<file path="src/rtl/grb_pkg.sv">
`default_nettype none
// ============================================================================
// Module  : grb_pkg
// Purpose : Shared constants and helpers for the GRB LED serial driver.
//           Holds the byte geometry of a colour pixel, the colour byte index
//           values seen on byte_idx, and a constant clog2 used for deriving
//           port widths at elaboration time.
// Revision: 1.0  initial release
// ============================================================================
package grb_pkg;

    localparam int BITS_PER_BYTE = 8;
    localparam int BYTES_GRB     = 3;
    localparam int BYTES_GRBW    = 4;

    // Colour byte order on the wire: G first, then R, B and (GRBW only) W.
    localparam logic [1:0] IDX_G = 2'd0;
    localparam logic [1:0] IDX_R = 2'd1;
    localparam logic [1:0] IDX_B = 2'd2;
    localparam logic [1:0] IDX_W = 2'd3;

    // Ceiling log2; clog2(1) == 0.
    function automatic int clog2(input int value);
        int result;
        result = 0;
        for (int i = 0; i < 32; i++) begin
            if ((64'd1 << result) < 64'(value)) begin
                result = result + 1;
            end
        end
        return result;
    endfunction

endpackage : grb_pkg
`default_nettype wire

</file>
<file path="src/rtl/grb_frame_counter_if.sv">
`default_nettype none
// ============================================================================
// Module  : grb_frame_counter_if
// Purpose : Strobe/index bundle between the driver state machine (master)
//           and the frame position counter (slave).
// Ports   : clear_i, inc_i       strobes from the state machine
//           bit_idx, byte_idx,   current position within the frame
//           pixel_idx
//           total_count          accepted increments since clear
//           last_bit, last_byte, last_pixel, frame_end  position decodes
//           done, frame_pulse    frame completion status
// Revision: 1.0  initial release
// ============================================================================
interface grb_frame_counter_if #(
    parameter int NUM_LEDS      = 10,
    parameter int BYTES_PER_LED = 3
);
    import grb_pkg::*;

    localparam int PIX_W = (clog2(NUM_LEDS) > 1) ? clog2(NUM_LEDS) : 1;
    localparam int CNT_W = clog2(NUM_LEDS * BYTES_PER_LED * BITS_PER_BYTE + 1);

    logic             clear_i;
    logic             inc_i;
    logic [2:0]       bit_idx;
    logic [1:0]       byte_idx;
    logic [PIX_W-1:0] pixel_idx;
    logic [CNT_W-1:0] total_count;
    logic             last_bit;
    logic             last_byte;
    logic             last_pixel;
    logic             frame_end;
    logic             done;
    logic             frame_pulse;

    modport master (
        output clear_i, inc_i,
        input  bit_idx, byte_idx, pixel_idx, total_count,
        input  last_bit, last_byte, last_pixel, frame_end, done, frame_pulse
    );

    modport slave (
        input  clear_i, inc_i,
        output bit_idx, byte_idx, pixel_idx, total_count,
        output last_bit, last_byte, last_pixel, frame_end, done, frame_pulse
    );

endinterface : grb_frame_counter_if
`default_nettype wire

</file>
<file path="src/rtl/grb_mod_counter.sv">
`default_nettype none
// ============================================================================
// Module  : grb_mod_counter
// Purpose : Modulo-N counter with synchronous clear and terminal decode.
// Ports   : clk, reset   clock, synchronous active-high reset
//           clear_i      return to 0 (wins over inc_i)
//           inc_i        advance by one, wrapping N-1 -> 0
//           value_o      current count, 0..N-1
//           terminal_o   value_o == N-1 (combinational)
// Revision: 1.0  initial release
// ============================================================================
module grb_mod_counter #(
    parameter int N = 8,
    parameter int W = 3
) (
    input  wire logic         clk,
    input  wire logic         reset,
    input  wire logic         clear_i,
    input  wire logic         inc_i,
    output logic [W-1:0]      value_o,
    output logic              terminal_o
);

    generate
        if (N == 1) begin : g_single
            // A single-state counter never moves and is always terminal.
            wire w_unused = &{1'b0, clk, reset, clear_i, inc_i};
            assign value_o    = '0;
            assign terminal_o = 1'b1;
        end else begin : g_multi
            logic [W-1:0] value_q;
            logic [W-1:0] value_d;
            logic         w_term;

            assign w_term = (value_q == W'(N - 1));

            always_comb begin
                value_d = value_q;
                if (clear_i) begin
                    value_d = '0;
                end else if (inc_i) begin
                    value_d = w_term ? '0 : value_q + W'(1);
                end
            end

            always_ff @(posedge clk) begin
                if (reset) begin
                    value_q <= '0;
                end else begin
                    value_q <= value_d;
                end
            end

            assign value_o    = value_q;
            assign terminal_o = w_term;
        end
    endgenerate

endmodule : grb_mod_counter
`default_nettype wire

</file>
<file path="src/rtl/grb_frame_counter.sv">
`default_nettype none
// ============================================================================
// Module  : grb_frame_counter
// Purpose : Bit / colour-byte / LED position counter for the GRB serial
//           driver, with flat bit total, terminal decodes, end-of-frame
//           pulse and either one-shot (WRAP=0) or wrapping (WRAP=1) frames.
// Ports   : clk, reset   clock, synchronous active-high reset
//           cnt_if       slave side of grb_frame_counter_if (strobes in,
//                        indices / flags out)
// Revision: 1.0  initial release
// ============================================================================
module grb_frame_counter
    import grb_pkg::*;
#(
    parameter int NUM_LEDS      = 10,
    parameter int BYTES_PER_LED = 3,
    parameter int WRAP          = 0
) (
    input wire logic           clk,
    input wire logic           reset,
    grb_frame_counter_if.slave cnt_if
);

    localparam int PIX_W      = (clog2(NUM_LEDS) > 1) ? clog2(NUM_LEDS) : 1;
    localparam int CNT_W      = clog2(NUM_LEDS * BYTES_PER_LED * BITS_PER_BYTE + 1);
    localparam int FRAME_BITS = NUM_LEDS * BYTES_PER_LED * BITS_PER_BYTE;

    generate
        if ((BYTES_PER_LED != BYTES_GRB) && (BYTES_PER_LED != BYTES_GRBW)) begin : g_bad_bytes
            $error("grb_frame_counter: BYTES_PER_LED must be 3 or 4");
        end
        if (NUM_LEDS < 1) begin : g_bad_leds
            $error("grb_frame_counter: NUM_LEDS must be at least 1");
        end
    endgenerate

    logic             w_accept;
    logic             w_bit_inc;
    logic             w_byte_inc;
    logic             w_pix_inc;
    logic [2:0]       w_bit;
    logic [1:0]       w_byte;
    logic [PIX_W-1:0] w_pix;
    logic             w_bit_term;
    logic             w_byte_term;
    logic             w_pix_term;
    logic             w_frame_end;

    logic [CNT_W-1:0] total_q;
    logic [CNT_W-1:0] total_d;
    logic             done_q;
    logic             done_d;
    logic             pulse_q;
    logic             pulse_d;

    assign w_frame_end = w_bit_term & w_byte_term & w_pix_term;

    // Clear takes priority, and a finished one-shot frame ignores increments.
    assign w_accept = cnt_if.inc_i & ~cnt_if.clear_i & ~done_q;

    // In one-shot mode the final increment must leave the indices parked on
    // the last position; in wrap mode the chained counters roll to 0 by
    // themselves.
    assign w_bit_inc  = w_accept & ~(w_frame_end & (WRAP == 0));
    assign w_byte_inc = w_bit_inc & w_bit_term;
    assign w_pix_inc  = w_byte_inc & w_byte_term;

    grb_mod_counter #(.N(BITS_PER_BYTE), .W(3)) u_bit_cnt (
        .clk        (clk),
        .reset      (reset),
        .clear_i    (cnt_if.clear_i),
        .inc_i      (w_bit_inc),
        .value_o    (w_bit),
        .terminal_o (w_bit_term)
    );

    grb_mod_counter #(.N(BYTES_PER_LED), .W(2)) u_byte_cnt (
        .clk        (clk),
        .reset      (reset),
        .clear_i    (cnt_if.clear_i),
        .inc_i      (w_byte_inc),
        .value_o    (w_byte),
        .terminal_o (w_byte_term)
    );

    grb_mod_counter #(.N(NUM_LEDS), .W(PIX_W)) u_pix_cnt (
        .clk        (clk),
        .reset      (reset),
        .clear_i    (cnt_if.clear_i),
        .inc_i      (w_pix_inc),
        .value_o    (w_pix),
        .terminal_o (w_pix_term)
    );

    always_comb begin
        total_d = total_q;
        done_d  = done_q;
        pulse_d = 1'b0;
        if (cnt_if.clear_i) begin
            total_d = '0;
            done_d  = 1'b0;
        end else if (w_accept) begin
            pulse_d = w_frame_end;
            if (w_frame_end) begin
                if (WRAP != 0) begin
                    total_d = '0;
                end else begin
                    total_d = CNT_W'(FRAME_BITS);
                    done_d  = 1'b1;
                end
            end else begin
                total_d = total_q + CNT_W'(1);
            end
        end
    end

    always_ff @(posedge clk) begin
        if (reset) begin
            total_q <= '0;
            done_q  <= 1'b0;
            pulse_q <= 1'b0;
        end else begin
            total_q <= total_d;
            done_q  <= done_d;
            pulse_q <= pulse_d;
        end
    end

    assign cnt_if.bit_idx     = w_bit;
    assign cnt_if.byte_idx    = w_byte;
    assign cnt_if.pixel_idx   = w_pix;
    assign cnt_if.total_count = total_q;
    assign cnt_if.last_bit    = w_bit_term;
    assign cnt_if.last_byte   = w_bit_term & w_byte_term;
    assign cnt_if.last_pixel  = w_pix_term;
    assign cnt_if.frame_end   = w_frame_end;
    assign cnt_if.done        = done_q;
    assign cnt_if.frame_pulse = pulse_q;

endmodule : grb_frame_counter
`default_nettype wire

</file>
<file path="src/flat_wrapper.sv">
// flat-port wrapper written by rule: the top's interface ports become plain ports
module grb_frame_counter_flat import grb_pkg::*;
#(
    parameter int NUM_LEDS      = 10,
    parameter int BYTES_PER_LED = 3,
    parameter int WRAP          = 0
)
  (clk, reset, cnt_if_clear_i, cnt_if_inc_i, cnt_if_bit_idx, cnt_if_byte_idx, cnt_if_pixel_idx, cnt_if_total_count, cnt_if_last_bit, cnt_if_last_byte, cnt_if_last_pixel, cnt_if_frame_end, cnt_if_done, cnt_if_frame_pulse);
  grb_frame_counter_if #(.NUM_LEDS(NUM_LEDS), .BYTES_PER_LED(BYTES_PER_LED)) cnt_if_i ();
  input wire logic clk;
  input wire logic reset;
  input wire logic [$bits(cnt_if_i.clear_i)-1:0] cnt_if_clear_i;
  input wire logic [$bits(cnt_if_i.inc_i)-1:0] cnt_if_inc_i;
  output wire logic [$bits(cnt_if_i.bit_idx)-1:0] cnt_if_bit_idx;
  output wire logic [$bits(cnt_if_i.byte_idx)-1:0] cnt_if_byte_idx;
  output wire logic [$bits(cnt_if_i.pixel_idx)-1:0] cnt_if_pixel_idx;
  output wire logic [$bits(cnt_if_i.total_count)-1:0] cnt_if_total_count;
  output wire logic [$bits(cnt_if_i.last_bit)-1:0] cnt_if_last_bit;
  output wire logic [$bits(cnt_if_i.last_byte)-1:0] cnt_if_last_byte;
  output wire logic [$bits(cnt_if_i.last_pixel)-1:0] cnt_if_last_pixel;
  output wire logic [$bits(cnt_if_i.frame_end)-1:0] cnt_if_frame_end;
  output wire logic [$bits(cnt_if_i.done)-1:0] cnt_if_done;
  output wire logic [$bits(cnt_if_i.frame_pulse)-1:0] cnt_if_frame_pulse;
  assign cnt_if_i.clear_i = cnt_if_clear_i;
  assign cnt_if_i.inc_i = cnt_if_inc_i;
  assign cnt_if_bit_idx = cnt_if_i.bit_idx;
  assign cnt_if_byte_idx = cnt_if_i.byte_idx;
  assign cnt_if_pixel_idx = cnt_if_i.pixel_idx;
  assign cnt_if_total_count = cnt_if_i.total_count;
  assign cnt_if_last_bit = cnt_if_i.last_bit;
  assign cnt_if_last_byte = cnt_if_i.last_byte;
  assign cnt_if_last_pixel = cnt_if_i.last_pixel;
  assign cnt_if_frame_end = cnt_if_i.frame_end;
  assign cnt_if_done = cnt_if_i.done;
  assign cnt_if_frame_pulse = cnt_if_i.frame_pulse;
  grb_frame_counter #(.NUM_LEDS(NUM_LEDS), .BYTES_PER_LED(BYTES_PER_LED), .WRAP(WRAP)) u_core (.clk(clk), .reset(reset), .cnt_if(cnt_if_i));
endmodule
</file>
<file path="config.mk">
export PLATFORM = sky130hd
export DESIGN_NAME = grb_frame_counter_flat
export DESIGN_NICKNAME = d
export VERILOG_FILES = /design/src/rtl/grb_pkg.sv /design/src/rtl/grb_frame_counter_if.sv /design/src/rtl/grb_mod_counter.sv /design/src/rtl/grb_frame_counter.sv /design/src/flat_wrapper.sv
export SDC_FILE = /design/constraint.sdc
export NUM_CORES = 1
export LEC_CHECK = 0
export ABC_CLOCK_PERIOD_IN_PS = 1400
export CORE_MARGIN = 3
export CORE_UTILIZATION = 46
export DETAILED_ROUTE_END_ITERATION = 7
export DONT_BUFFER_PORTS = 1
export GPL_ROUTABILITY_DRIVEN = 1
export GPL_TIMING_DRIVEN = 1
export SYNTH_ARGS = -nofsm -noshare
export SYNTH_HDL_FRONTEND = slang
export SYNTH_SLANG_ARGS = --single-unit
</file>
<file path="constraint.sdc">
create_clock -name clk -period 1.4 [get_ports clk]
set_input_delay 0.21 -clock clk [delete_from_list [all_inputs] [get_ports clk]]
set_output_delay 0.21 -clock clk [all_outputs]
set_load 0.005 [all_outputs]
</file>
### After elaboration in Yosys (flattened, before gate mapping)

Cells that the tools add are included.

| operators by class | value |
|---|---|
| muxes and demuxes | 4 |
| reduce and logical (&&, ||, !) cells | 3 |
| add/sub/neg operators | 4 |
| equal/unequal tests | 3 |
| bitwise gates (word level) | 11 |

Operator list:

| cell | count |
|---|---|
| 8-bit by 1-bit adder with 8-bit output, second input constant | 1 |
| 8-bit two-way mux | 1 |
| 1-bit AND | 7 |
| 4-bit by 1-bit adder with 4-bit output, second input constant | 1 |
| 4-bit equality test, second input constant | 1 |
| 4-bit two-way mux | 1 |
| 1-bit inverter | 4 |
| 3-bit by 1-bit adder with 3-bit output, second input constant | 1 |
| 3-bit equality test, second input constant | 1 |
| 3-bit two-way mux | 1 |
| 3-bit OR reduction | 1 |
| 2-bit by 1-bit adder with 2-bit output, second input constant | 1 |
| 2-bit equality test, second input constant | 1 |
| 2-bit two-way mux | 1 |
| 2-bit AND reduction | 1 |
| 2-bit OR reduction | 1 |

| storage, ports and cells | value |
|---|---|
| logic and storage cells | 31 |
| register bits after elaboration | 19 |
| input port bits | 4 |

### Longest topological paths before layout

| depth | value |
|---|---|
| depth after elaboration | 7 |
| gate-level depth with buffers | 6 |
| mapped depth without buffers | 6 |

### By module

A second synthesis with hierarchy kept.

| unflattened totals | value |
|---|---|
| cell total of the unflattened synthesis | 102 |
| area, all modules | 942.2 um2 |

By module, submodules not included:

| module | instances | sequential area each (um2) | cells an instance | area each (um2) |
|---|---|---|---|---|
| grb_frame_counter | 1 | 200.2 | 60 | 503.0 |
| grb_mod_counter at u_core.u_pix_cnt | 1 | 80.1 | 21 | 198.9 |
| grb_mod_counter at u_core.u_bit_cnt | 1 | 60.1 | 12 | 142.6 |
| grb_mod_counter at u_core.u_byte_cnt | 1 | 40.0 | 9 | 97.6 |

### Worst setup path after synthesis

OpenSTA, ideal clock, no wires.

| path | value |
|---|---|
| kind | reg-to-reg |
| from | register u_core.u_bit_cnt.g_multi.value_q[0], in the netlist u_core.u_bit_cnt.value_o[0] |
| to | register u_core.u_bit_cnt.g_multi.value_q[2], in the netlist u_core.u_bit_cnt.value_o[2] |
| stages on the path, launching flop included | 6 |
| data required time | 1,328 ps |
| setup time | 72 ps |
| arrival | 1,520 ps |
| buffers on the path | 0 |
| setup slack | -192 ps |
| clock period less this slack | 1,592 ps |
| path through | dfxtp_1 -> ha_1 -> ha_1 -> nand3b_1 -> o21ai_1 -> mux2i_1 |

| on the way | value |
|---|---|
| longest elaborated chain between the ends | 5 |

RTL lines:

| item | RTL line | RTL |
|---|---|---|
| start: declaration | grb_mod_counter.sv:31 | `logic [W-1:0] value_q;` |
| start signal: assignment | grb_mod_counter.sv:50 | `value_q <= value_d;` |
| 3-bit equality test (*) | grb_mod_counter.sv:35 | `assign w_term = (value_q == W'(N - 1));` |
| via cnt_if_last_bit | flat_wrapper.sv:18 | `output wire logic [$bits(cnt_if_i.last_bit)-1:0] cnt_if_last_bit;` |
| 1-bit AND (2 in series) | grb_frame_counter.sv:56 | `assign w_frame_end = w_bit_term & w_byte_term & w_pix_term;` |
| 1-bit inverter | grb_frame_counter.sv:64 | `assign w_bit_inc = w_accept & ~(w_frame_end & (WRAP == 0));` |
| 1-bit AND | grb_frame_counter.sv:64 |  |

The timed path passes the listed nets; every way through them passes the cells marked *.
A chain may end at the register's enable or synchronous reset.

### Worst setup path in the final report

| path | value |
|---|---|
| from | register u_core.u_bit_cnt.g_multi.value_q[0], in the netlist u_core.u_bit_cnt.value_o[0] |
| to | output port cnt_if_last_byte |

| on the way | value |
|---|---|
| longest elaborated chain between the ends | 2 |

RTL lines:

| item | RTL line | RTL |
|---|---|---|
| 3-bit equality test | grb_mod_counter.sv:35 |  |
| 1-bit AND | grb_frame_counter.sv:134 | `assign cnt_if.last_byte = w_bit_term & w_byte_term;` |
| end: declaration | flat_wrapper.sv:19 | `output wire logic [$bits(cnt_if_i.last_byte)-1:0] cnt_if_last_byte;` |

No other way between the ends.

==> flow_summary.json <==
{
  "status": "finished with violations",
  "violations": "negative setup slack",
  "finalClockSkew_ns": 0.002429,
  "critPathCaptureType": "primary output",
  "vias": 997,
  "start_util_pct": 52.31,
  "drt_first_pass_iters": 4,
  "power.density_nw_per_um2": 632.1,
  "drive_gt1_share_pct": 42.45,
  "intPower_mw": 0.6841,
  "p_switching_mw": 0.2073,
  "hold_viol_final": 0,
  "yosysUniqueCellTypes": 37,
  "fin_setup_tns_ns": -1.409,
  "startpoint_type": "flop",
  "place_congestion": 0.7223,
  "drc": 0,
  "cts.clk_slew.worst_paths_ns": 0.11,
  "drt_iter0_markers": 23,
  "synth_top_family_by_area": "simple AND/OR/NAND/NOR gates",
  "die_w_um": 51.74,
  "synth-compound-area-share_pct": 18.47,
  "fin_ws_ns": -0.1167,
  "synth_edf_count": 0,
  "diodes": 0,
  "grt_pass1_vias": 952,
  "critPathKind": "reg2out",
  "cts_tree": "done",
  "synthCells": 104,
  "synth-async-reset-ratio_pct": 0,
  "portBuffers": 0,
  "layout_commonest_cell": "buf_4",
  "ios": 27,
  "cp.required_ns": 1.19,
  "multi_input_comb_area_um2": 648.1,
  "ys_ff_latch": 19,
  "syn_avg_cell_area_um2": 9.252,
  "synth_fa_ha_area_share_pct": 3.901,
  "max-cap-violations": 0,
  "yosys.area_share.simple_pct": 31.21,
  "clock-sinks": 19,
  "final_util_pct": 76.67,
  "hp-class": "in2reg",
  "die_h_um": 51.74,
  "seqPwrFrac_pct": 61.2,
  "relSlewSlack_pct": 74.56,
  "final_cell_mix": "27 x buf_4, 16 x dfxtp_1, 9 x nand2_1",
  "worstPathCellList": "ha_4 -> ha_4 -> nand3b_1 -> buf_6 -> inv_4 -> buf_6",
  "ant_nets": 0,
  "yosysWarnings": 0,
  "crit_slowest_cell": "dfxtp_2",
  "regArea_um2": 384.1,
  "overflow": 0,
  "crit_path_max_fanout": 5,
  "grtUsageTotal_pct": 21.86,
  "muxShareOfSynthArea_pct": 3.121,
  "p_clk_share_pct": 31.2,
  "grt_max_degree": 19,
  "netlist_area_um2": 962.2,
  "hpwl_um": 1892,
  "via_per_inst": 6.079,
  "area_growth_pct": 46.55,
  "slew_viol_final": 0,
  "comb_power_share_pct": 7.6,
  "synthesis.nets": 111,
  "n_fill_cell": 148,
  "clockBufferDepth": 2,
  "root_buffer": "clkbuf_4",
  "core_um2": 1839,
  "setup_viol": 21,
  "period_share_pct": 108.3,
  "row_count": 15,
  "arrival_ns": 1.31,
  "period_minus_slack_ns": 1.517,
  "cpPeakStageDelay_ns": 0.35,
  "totalWireLength_um": 2827,
  "vdd_drop_max_v": 0.0005947,
  "seq_area_frac_synth_pct": 39.53,
  "h-tree-depth": 1,
  "rsz0062_at_grt": "true",
  "grt_pass1_wl_um": 4471,
  "wl_per_cell_um": 17.24,
  "p_leak_nw": 0.5304,
  "pre_cts_slack_ns": -0.07882,
  "dieArea_um2": 2677,
  "antenna_found_initial": 0,
  "cts-buffers-inserted": 3,
  "switching_share_pct": 23.25,
  "finalPower_mw": 0.8914,
  "fin_nets": 147,
  "synthFlopType": "dfxtp_1",
  "max_freq_ghz": 0.6593,
  "clk_latency_ns": 0.29,
  "synth-xor-area-share_pct": 0,
  "worst_pin_slew_ns": 0.3767
}
==> power by group through the flow <==
| stage | Sequential, mW | Clock [mW] | Combinational (mW) |
|---|---|---|---|
| finish | 0.545 | 0.278 | 0.0679 |
| global placement | 0.557 | 0 | 0.0590 |
| floorplan | 0.559 | 0 | 0.0307 |
| global route | 0.546 | 0.312 | 0.0733 |
| detailed placement | 0.557 | 0 | 0.0600 |
| CTS | 0.545 | 0.285 | 0.0623 |
==> final timing paths <==
kind	from	endpoint	slack, ns	cells past startpoint
worst max-delay path	u_core.u_bit_cnt.value_o[0]	cnt_if_last_byte	-0.12	6
worst min-delay path	reset	u_core.u_pix_cnt.value_o[3]	0.10	2
worst max register to register	u_core.u_bit_cnt.value_o[0]	u_core.u_pix_cnt.value_o[2]	-0.10	6
worst min register to register	u_core.cnt_if.done	u_core.cnt_if.done	0.52	2
==> through the flow <==
stage	hold WS (ns)	area [um2]	cells
final	0.1048	1410	164
after global routing	0.1211	1410	164
after CTS	0.09755	1300	160
after detailed placement	0.4185	1219	152
after global placement	0.3940	1219	152
after floorplan	0.3860	993.5	104
==> metal layers <==
layer	global-route usage (%)	part of all wire [%]	vias up
li1	-	-	481
met1	27.13	43	475
met2	36.23	49	35
met3	5.731	6.8	6
met4	7.860	1.3	0
met5	0	0	-
==> synthesized netlist by cell type (2+ instances only) <==
cell | number | area (um2)
nand3b_1 | 2 | 15.01
buf_2 | 2 | 10.01
nor4b_1 | 2 | 17.52
or4_1 | 4 | 30.03
nand3_1 | 9 | 45.04
a32o_1 | 2 | 20.02
nor2_1 | 4 | 15.01
o211ai_1 | 4 | 30.03
or3_1 | 2 | 12.51
a21oi_1 | 2 | 10.01
o31ai_1 | 2 | 15.01
dfxtp_1 | 19 | 380.4
nand4_1 | 4 | 25.02
mux2i_1 | 3 | 30.03
o21ai_0 | 3 | 15.01
ha_1 | 3 | 37.54
inv_1 | 6 | 22.52
o41ai_1 | 2 | 17.52
a31oi_1 | 2 | 12.51
o2111ai_1 | 2 | 17.52
nand2_1 | 9 | 33.78
==> final cells by class <==
| type | count | area share, % |
|---|---|---|
| Multi-Input combinational cell | 76 | 45.96 |
| Sequential cell | 19 | 27.24 |
| Timing Repair Buffer | 34 | 20.59 |
| Tap cell | 25 | 2.218 |
| Inverter | 6 | 2.130 |
| Clock buffer | 4 | 1.863 |
==> logic make-up (layout without fill, tap and decap cells) <==
family | after synthesis | count (layout)
buffers and inverters | 9 | 44
muxes | 3 | 3
AOI/OAI and AO/OA | 24 | 24
and+or+nand+nor | 46 | 46
DFF | 19 | 19
adders and majority gates | 3 | 3
==> critical path: cells and delay by family, from the launching register on <==
| family | cells | cell delay [ns] |
|---|---|---|
| buf+inv | 3 | 0.27 |
| flops | 1 | 0.35 |
| simple gates | 1 | 0.09 |
| fa+ha+maj | 2 | 0.31 |
==> registers in the layout (all words and copies together), names as in the netlist <==
name / cells
u_core.u_bit_cnt.value_o: 3
u_core.u_pix_cnt.value_o: 4
u_core.u_byte_cnt.value_o: 2
u_core.cnt_if.done: 1
u_core.cnt_if.frame_pulse: 1
u_core.cnt_if.total_count: 8
==> timing repair <==
item / CTS / global route
pin swaps: 7 / 6
gates resized for setup: 8 / 18
buffers inserted: 4 / 4
endpoints found under the setup margin: 15 / 23
hold buffers: 0 / 0
Note: power is estimated with default switching activity, not from simulation.
